$ cat src/rtl/e_stage_reg.sv
// rtl/e_stage_reg.sv - D/E pipeline register with bubble insertion, Tnew countdown and operand forwarding
module e_stage_reg (
   input  logic        clk,
   input  logic        reset,
   input  logic        stall,
   input  logic [31:0] D_PC,
   input  logic [31:0] D_instr,
   input  logic [31:0] D_rs_data,
   input  logic [31:0] D_rt_data,
   input  logic [31:0] D_imm,
   input  logic [4:0]  D_rs,
   input  logic [4:0]  D_rt,
   input  logic [4:0]  D_A3,
   input  logic [2:0]  D_ALUOp,
   input  logic        D_ALUSrc,
   input  logic        D_RegWrite,
   input  logic [1:0]  D_Tnew,
   input  logic [4:0]  M_A3,
   input  logic [4:0]  W_A3,
   input  logic        M_RegWrite,
   input  logic        W_RegWrite,
   input  logic [31:0] M_data,
   input  logic [31:0] W_data,
   output logic [31:0] E_A,
   output logic [31:0] E_B,
   output logic [2:0]  E_ALUOp,
   output logic [31:0] E_rt_fwd,
   output logic [31:0] E_PC,
   output logic [31:0] E_instr,
   output logic [4:0]  E_A3,
   output logic        E_RegWrite,
   output logic [1:0]  E_Tnew,
   output logic        E_valid,
   output logic [15:0] bubble_cnt
);

   logic [31:0] rs_data;
   logic [31:0] rt_data;
   logic [31:0] imm;
   logic [4:0]  rs;
   logic [4:0]  rt;
   logic        alusrc;
   logic [31:0] rs_fwd;
   logic [31:0] rt_fwd;

   // Stage register: reset clears everything, stall loads a NOP bubble, otherwise capture D.
   // Tnew keeps counting down through bubbles so an in-flight result age stays meaningful.
   always_ff @(posedge clk) begin
      if (!reset) begin
         E_PC       <= 32'd0;
         E_instr    <= 32'd0;
         rs_data    <= 32'd0;
         rt_data    <= 32'd0;
         imm        <= 32'd0;
         rs         <= 5'd0;
         rt         <= 5'd0;
         E_A3       <= 5'd0;
         E_ALUOp    <= 3'd0;
         alusrc     <= 1'b0;
         E_RegWrite <= 1'b0;
         E_Tnew     <= 2'd0;
         E_valid    <= 1'b0;
         bubble_cnt <= 16'd0;
      end else if (stall) begin
         E_PC       <= 32'd0;
         E_instr    <= 32'd0;
         rs_data    <= 32'd0;
         rt_data    <= 32'd0;
         imm        <= 32'd0;
         rs         <= 5'd0;
         rt         <= 5'd0;
         E_A3       <= 5'd0;
         E_ALUOp    <= 3'd0;
         alusrc     <= 1'b0;
         E_RegWrite <= 1'b0;
         E_Tnew     <= (E_Tnew != 2'd0) ? E_Tnew - 2'd1 : 2'd0;
         E_valid    <= 1'b0;
         bubble_cnt <= bubble_cnt + 16'd1;
      end else begin
         E_PC       <= D_PC;
         E_instr    <= D_instr;
         rs_data    <= D_rs_data;
         rt_data    <= D_rt_data;
         imm        <= D_imm;
         rs         <= D_rs;
         rt         <= D_rt;
         E_A3       <= D_A3;
         E_ALUOp    <= D_ALUOp;
         alusrc     <= D_ALUSrc;
         E_RegWrite <= D_RegWrite;
         E_Tnew     <= D_Tnew;
         E_valid    <= 1'b1;
      end
   end

   // Forwarding mux: M beats W, and register 0 never takes a forwarded value.
   always_comb begin
      rs_fwd = rs_data;
      if (rs != 5'd0 && rs == M_A3 && M_RegWrite)
         rs_fwd = M_data;
      else if (rs != 5'd0 && rs == W_A3 && W_RegWrite)
         rs_fwd = W_data;

      rt_fwd = rt_data;
      if (rt != 5'd0 && rt == M_A3 && M_RegWrite)
         rt_fwd = M_data;
      else if (rt != 5'd0 && rt == W_A3 && W_RegWrite)
         rt_fwd = W_data;
   end

   // ALU operand selection; the immediate goes through unshifted since the ALU handles lui.
   always_comb begin
      E_A      = rs_fwd;
      E_B      = alusrc ? imm : rt_fwd;
      E_rt_fwd = rt_fwd;
   end

endmodule

$ cat config.mk
export PLATFORM = sky130hd
export DESIGN_NAME = e_stage_reg
export DESIGN_NICKNAME = d
export VERILOG_FILES = /design/src/rtl/e_stage_reg.sv
export SDC_FILE = /design/constraint.sdc
export NUM_CORES = 1
export LEC_CHECK = 0
export CAP_MARGIN = 10
export CORE_AREA = 2 2 177 179
export CTS_BUF_LIST = sky130_fd_sc_hd__clkbuf_2
export DETAILED_ROUTE_END_ITERATION = 10
export DIE_AREA = 0 0 179 181
export GPL_TIMING_DRIVEN = 0
export REMOVE_ABC_BUFFERS = 1
export SLEW_MARGIN = 40
export SYNTH_ARGS = -nofsm -noshare
export SYNTH_HDL_FRONTEND = slang
export SYNTH_SLANG_ARGS = --single-unit
$ cat constraint.sdc
create_clock -name clk -period 2.3 [get_ports clk]
set_input_delay 0.46 -clock clk [delete_from_list [all_inputs] [get_ports clk]]
set_output_delay 0.46 -clock clk [all_outputs]
set_load 0.1 [all_outputs]
==> results of run 1 <==
[cell usage after synthesis, drive strengths merged, types with 4 or more instances]
master | count | area [um^2]
dfxtp | 199 | 3980
and2 | 194 | 1210
clkbuf | 45 | 169
nand2 | 43 | 161
and3 | 35 | 219
o21ai | 34 | 170
mux2i | 33 | 330
o31ai | 32 | 240
nand3 | 30 | 150
a31oi | 28 | 188
mux2 | 28 | 315
nor3 | 28 | 140
xnor2 | 26 | 228
buf | 21 | 134
nor2 | 12 | 47.6
nand4 | 9 | 56.3
xor2 | 7 | 61.3
a221oi | 4 | 35.0
and4 | 4 | 35.0
[through the flow]
| stage | hold slack [ps] | TNS, ps | instance area, um^2 | power, W |
|---|---|---|---|---|
| 2_1_floorplan | 582 | -678070 | 7740 | 0.00513 |
| 3_3_place_gp | 500 | -1863710 | 12700 | 0.00605 |
| 3_5_place_dp | 510 | -137790 | 12200 | 0.00599 |
| 4_1_cts | 0.576 | -120040 | 15400 | 0.00837 |
| 5_1_grt | 16.5 | -127790 | 16400 | 0.00878 |
| 6_report | 125 | -109290 | 16400 | 0.00841 |
[per-layer routing]
metal  global-route usage [%]  share of wire (%)  vias to the layer above
met5                        0               0.15                        -
met4                     8.00                2.9                        8
met3                     7.55                9.7                       63
met2                     37.4                 52                      386
met1                     21.6                 36                     3910
li1                         -                  -                     3903
[logic make-up after synthesis]
logic type	share of synthesized area, %
compound gates	8.38
flops	49.5
buf+inv	3.86
xor+xnor	3.59
mux	8.02
fa+ha+maj	0.155
simple gates	26.5
[where the power goes]
part           total (W)  switching (W)  internal [W]
sequential       0.00365      0.0000626       0.00359
combinational    0.00294        0.00174       0.00120
clock            0.00181        0.00128      0.000530
total            0.00841        0.00309       0.00532
[worst max path at each step]
| stage | from | depth (start not counted) | endpoint | slack, ps |
|---|---|---|---|---|
| 3_3_place_gp | reset | 2 | E_valid$_SDFF_PN0_ | -7730 |
| 3_5_place_dp | W_A3[4] | 10 | E_A[11] | -1700 |
| 4_1_cts | rt[4]$_SDFF_PP0_ | 8 | E_B[19] | -1440 |
| 5_1_grt | rt[4]$_SDFF_PP0_ | 9 | E_B[15] | -1480 |
| 6_report | rt[4]$_SDFF_PP0_ | 8 | E_B[21] | -1280 |
| 2_1_floorplan | W_A3[1] | 4 | E_A[0] | -3780 |
[final cells by class]
class                      instances  area [um^2]  area share, %
multi-input combinational        569         5180           31.7
antenna                            3         7.51         0.0459
clock inverter                    13          148          0.902
inverter                           2         7.51         0.0459
sequential                       199         4010           24.5
timing repair buffer             570         6410           39.2
clock buffer                      19         95.1          0.581
tap                              396          495           3.03
[flip-flops by register name, summed over array words and instances, names as in the netlist, 2 cells and up]
signal and cells:
E_Tnew 2, rs_data 32, E_instr 32, rs 5, rt 5, imm 32
rt_data 32, bubble_cnt 16, E_ALUOp 3, E_A3 5, E_PC 32
[what timing repair did]
item | 4_1_cts | 5_1_grt
hold buffers | 12 | 0
hold endpoints to repair | 12 | 0
resized for setup | 620 | 120
cloned | 3 | 3
setup buffers | 40 | 44
setup endpoints to repair | 108 | 104
pin swaps | 44 | 49
==> impl_metrics.yaml, run 1 <==
cts:
  clkTransAtPathRegs_ps: 310
  h-tree-depth: 4
  cts_tree: "done"
  clkSinkCount: 199
  clock_latency_ps: 820
  cts_root_buffer: "clkbuf_2"
  cts-buffers-inserted: 17
  cts_buffer_depth: 2
timing:
  fmax_mhz: 279
  setup_violations: 96
  rsz0062_at_grt: "true"
  period_share_pct: 156
  skew_ps: 18.8
  drv_slew: 0
  relSlewSlack_pct: 44.4
  worst_pin_slew_ps: 834
  min_period_ps: 3580
  hold_violations: 0
  fin_ws_ps: -1280
worst_setup_path:
  max_stage_delay_ps: 580
  critPathLaunchType: "flip-flop"
  worstRegToRegCells: 6
  r2r-end: "bubble_cnt[14]$_SDFFE_PN0P_"
  path_buf_inv: 3
  worstPathCellList: "or4_4 -> o211ai_4 -> buf_12 -> or2_4 -> buf_12 -> a31oi_4 -> mux2_4 -> buf_12"
  setup.worst_path.end_class: "output pin"
  worstPathMaxFanout: 5
  crit_type: "reg -> out"
  critical_path.top_delay_family: "simple AND/OR/NAND/NOR gates"
  required_ps: 1840
  cp_common_cell: "buf_12"
  critPathArrivalTime_ps: 3120
  timing.rr.start: "bubble_cnt[0]$_SDFFE_PN0P_"
  crit_path_top_delay_cell: "or4_4"
  r2r_setup_slack_ps: 420
detailed_routing:
  drt_iter0_drc: 336
  wl_per_cell_um: 19.9
  drc: 0
  firstDrtPassIters: 4
  viasPerCell: 4.67
  routed_wl_um: 35300
  detail-route-antenna-nets: 0
  via_count: 8270
logic_synthesis:
  synth_edf_count: 0
  avgSynthCellArea_um2: 9.65
  ys_types: 37
  ys_seq_area_share_pct: 49.5
  synth-async-reset-ratio_pct: 0
  ys_ff_latch: 199
  syn-instance-count: 834
  synth_warnings: 0
  synth_flop_cell: "dfxtp_1"
  netlist_area_um2: 8050
floorplanning:
  die_w_um: 179
  start_util_pct: 26.5
  core_um2: 30300
  die_area_um2: 32400
  die_y_um: 181
  rows: 64
  ioPinCount: 449
placement:
  port_buffers: 448
  place_hpwl_um: 24100
  place_congestion: 0.792
  pre_cts_ws_ps: -1700
  dp.cells: 1641
layout:
  drive_above_1_share_pct: 37.8
  final_common_cell: "clkdlybuf4s50_1"
  area_growth_pct: 103
  final_cell_mix: "259 x clkdlybuf4s50_1, 194 x and2_1, 187 x dfxtp_1, 94 x buf_12, 74 x buf_2"
  final_util_pct: 53.9
  nNetsFinal: 1621
  stdcell_count: 1771
  fill_cells: 2544
global_route:
  grt.total_usage_pct: 20.7
  grt_pass1_vias: 8472
  grt_overflow: 0
  grt_max_degree: 35
  antenna_found_initial: 7
  grt_pass1_wl_um: 50300
run_status:
  status: "finished, violations left"
  violations: "setup timing"
hold_path:
  holdPathStages: 2
  whs_endpoint: "imm[15]$_SDFF_PP0_"
  hold_path_class: "in -> reg"
  min-delay-start: "D_imm[15]"
job:
  maxCapViolations: 0
power_and_ir_drop:
  irDropWorstVdd_uv: 355
  powerDensity_nw_per_um2: 514
  cellLeakagePower_nw: 6.54
Power figures use the tool's default switching activity.
==> run 2: changes to the inputs <==
==> constraint.sdc (replaced) <==
create_clock -name clk -period 3 [get_ports clk]
set_input_delay 0.6 -clock clk [delete_from_list [all_inputs] [get_ports clk]]
set_output_delay 0.6 -clock clk [all_outputs]
set_load 0.1 [all_outputs]
==> run 2 against run 1 <==
The run still ends with setup timing left. Global-route usage hardly changed. Worst setup slack gained 560 ps. Register-to-register slack improved by 700 ps. Sequential power decreased by 23%. Clock skew barely moved. Clock power shrank 23%. First-iteration DRC count grew 6.0%. Combinational power down 24%. Die area unchanged. Critical path type unchanged. Design area decreased by 0.99%.
==> impl_metrics.yaml, run 2 (synthesis gave the netlist of run 1 again) <==
floorplanning:
  die_w_um: 179
  rows: 64
  die_area_um2: 32400
  start_util_pct: 26.5
  die_y_um: 181
  ioPinCount: 449
  core_um2: 30300
global_route:
  grt_max_degree: 35
  grt_pass1_wl_um: 50200
  grt_overflow: 0
  grt_pass1_vias: 8405
  antenna_found_initial: 7
  grt.total_usage_pct: 20.7
cts:
  cts_hold_buf: 0
  clkTransAtPathRegs_ps: 310
  clock_latency_ps: 810
  cts_root_buffer: "clkbuf_2"
  h-tree-depth: 4
  cts_tree: "done"
  cts-buffers-inserted: 17
  clkSinkCount: 199
  cts_buffer_depth: 2
timing:
  fin_setup_tns_ps: -55480
  rsz0062_at_grt: "true"
  drv_slew: 0
  fin_ws_ps: -715
  setup_violations: 96
  period_share_pct: 124
  worst_pin_slew_ps: 838
  fmax_mhz: 269
  min_period_ps: 3720
  relSlewSlack_pct: 44.1
  skew_ps: 19.1
  hold_violations: 0
  hold-worst-slack_ps: 269
worst_setup_path:
  worstPathMaxFanout: 5
  critPathLaunchType: "flip-flop"
  critPathArrivalTime_ps: 3120
  crit_path_top_delay_cell: "or4_4"
  r2r_setup_slack_ps: 1120
  max_stage_delay_ps: 580
  worstRegToRegCells: 6
  critical_path.top_delay_family: "simple AND/OR/NAND/NOR gates"
  setup.worst_path.end_class: "output pin"
  path_buf_inv: 3
  timing.rr.start: "bubble_cnt[0]$_SDFFE_PN0P_"
  crit_type: "reg -> out"
  worstPathCellList: "or4_4 -> o211ai_4 -> buf_12 -> or2_4 -> buf_12 -> a31oi_4 -> mux2_4 -> buf_12"
  required_ps: 2400
  r2r-end: "bubble_cnt[14]$_SDFFE_PN0P_"
  cp_common_cell: "buf_12"
layout:
  nNetsFinal: 1609
  final_cell_mix: "259 x clkdlybuf4s50_1, 194 x and2_1, 188 x dfxtp_1, 94 x buf_12, 93 x buf_2"
  drive_above_1_share_pct: 38.2
  multi_input_area_um2: 5190
  final_util_pct: 53.4
  area_growth_pct: 101
  ff_latch_area_um2: 4010
  final_common_cell: "clkdlybuf4s50_1"
  finish.instance_area_um2: 16200
  fill_cells: 2554
power_and_ir_drop:
  p_seq_share_pct: 43.5
  p_int_w: 0.00407
  share_comb_of_total_power_pct: 34.8
  cellLeakagePower_nw: 6.50
  irDropWorstVdd_uv: 304
  switching_share_pct: 36.8
  switchingPower_w: 0.00237
  powerDensity_nw_per_um2: 397
  clockPowerShare_pct: 21.7
detailed_routing:
  drt_iter0_drc: 356
  drc: 0
  detail-route-antenna-nets: 0
  routed_wl_um: 35400
  viasPerCell: 4.70
  wl_per_cell_um: 20.1
  via_count: 8265
  firstDrtPassIters: 5
job:
  maxCapViolations: 0
placement:
  port_buffers: 448
  pre_cts_ws_ps: -1280
  placed_area_um2: 12200
  place_congestion: 0.792
  place_hpwl_um: 24100
hold_path:
  hold_path_class: "in -> reg"
  whs_endpoint: "imm[15]$_SDFF_PP0_"
  holdPathStages: 2
  min-delay-start: "D_imm[15]"
run_status:
  status: "finished, violations left"
  violations: "setup timing"
run 2: cell types whose count changed in the layout (fill, tap and decap cells not counted), sizes merged:
cell / before / now
dlygate4sd3: 12 / 0
clkbuf: 30 / 23
buf: 287 / 294
run 2: timing repair:
item / in CTS / in global routing
setup buffers: 40 / 44
cloned: 3 / 3
setup endpoints to repair: 96 / 96
resized for setup: 610 / 112
pin swaps: 44 / 49
run 2: metal layers:
metal  GRT usage (%)  vias to the layer above  part of all wire (%)
met5               0                        -                  0.15
met4            7.80                        8                   2.8
met3            7.79                       63                   9.9
met2            37.2                      401                    52
met1            21.5                     3916                    35
li1                -                     3877                     -
run 2: metrics by stage:
step | power (W) | instances
2_1_floorplan | 0.00393 | 768
3_3_place_gp | 0.00464 | 1612
3_5_place_dp | 0.00459 | 1641
4_1_cts | 0.00640 | 1713
5_1_grt | 0.00671 | 1757
6_report | 0.00644 | 1759
run 2: power by group through the flow:
stage / registers [W] / clock network, W / logic [W]
2_1_floorplan: 0.00316 / 0 / 0.000780
3_3_place_gp: 0.00284 / 0 / 0.00179
3_5_place_dp: 0.00284 / 0 / 0.00175
4_1_cts: 0.00280 / 0.00148 / 0.00212
5_1_grt: 0.00282 / 0.00157 / 0.00232
6_report: 0.00280 / 0.00139 / 0.00224
run 2: area by class of cell:
class                   instances  area share (%)
repair buffers                558            38.5
inverters                       2          0.0463
clock buffers                  19           0.587
well taps                     396            3.06
clock inverters                13           0.911
flip-flops and latches        199            24.8
diodes                          3          0.0463
multi-input cells             569            32.0
run 2: how the worst max path moves through the flow:
stage,to,startpoint,slack [ps],cells past startpoint
after floorplan,E_A[0],W_A3[1],-3360,4
after global placement,E_valid$_SDFF_PN0_,reset,-7170,2
after detailed placement,E_A[11],W_A3[4],-1280,10
after CTS,E_B[19],rt[4]$_SDFF_PP0_,-880,8
after global routing,E_B[15],rt[4]$_SDFF_PP0_,-920,9
final,E_B[19],rt[4]$_SDFF_PP0_,-720,8
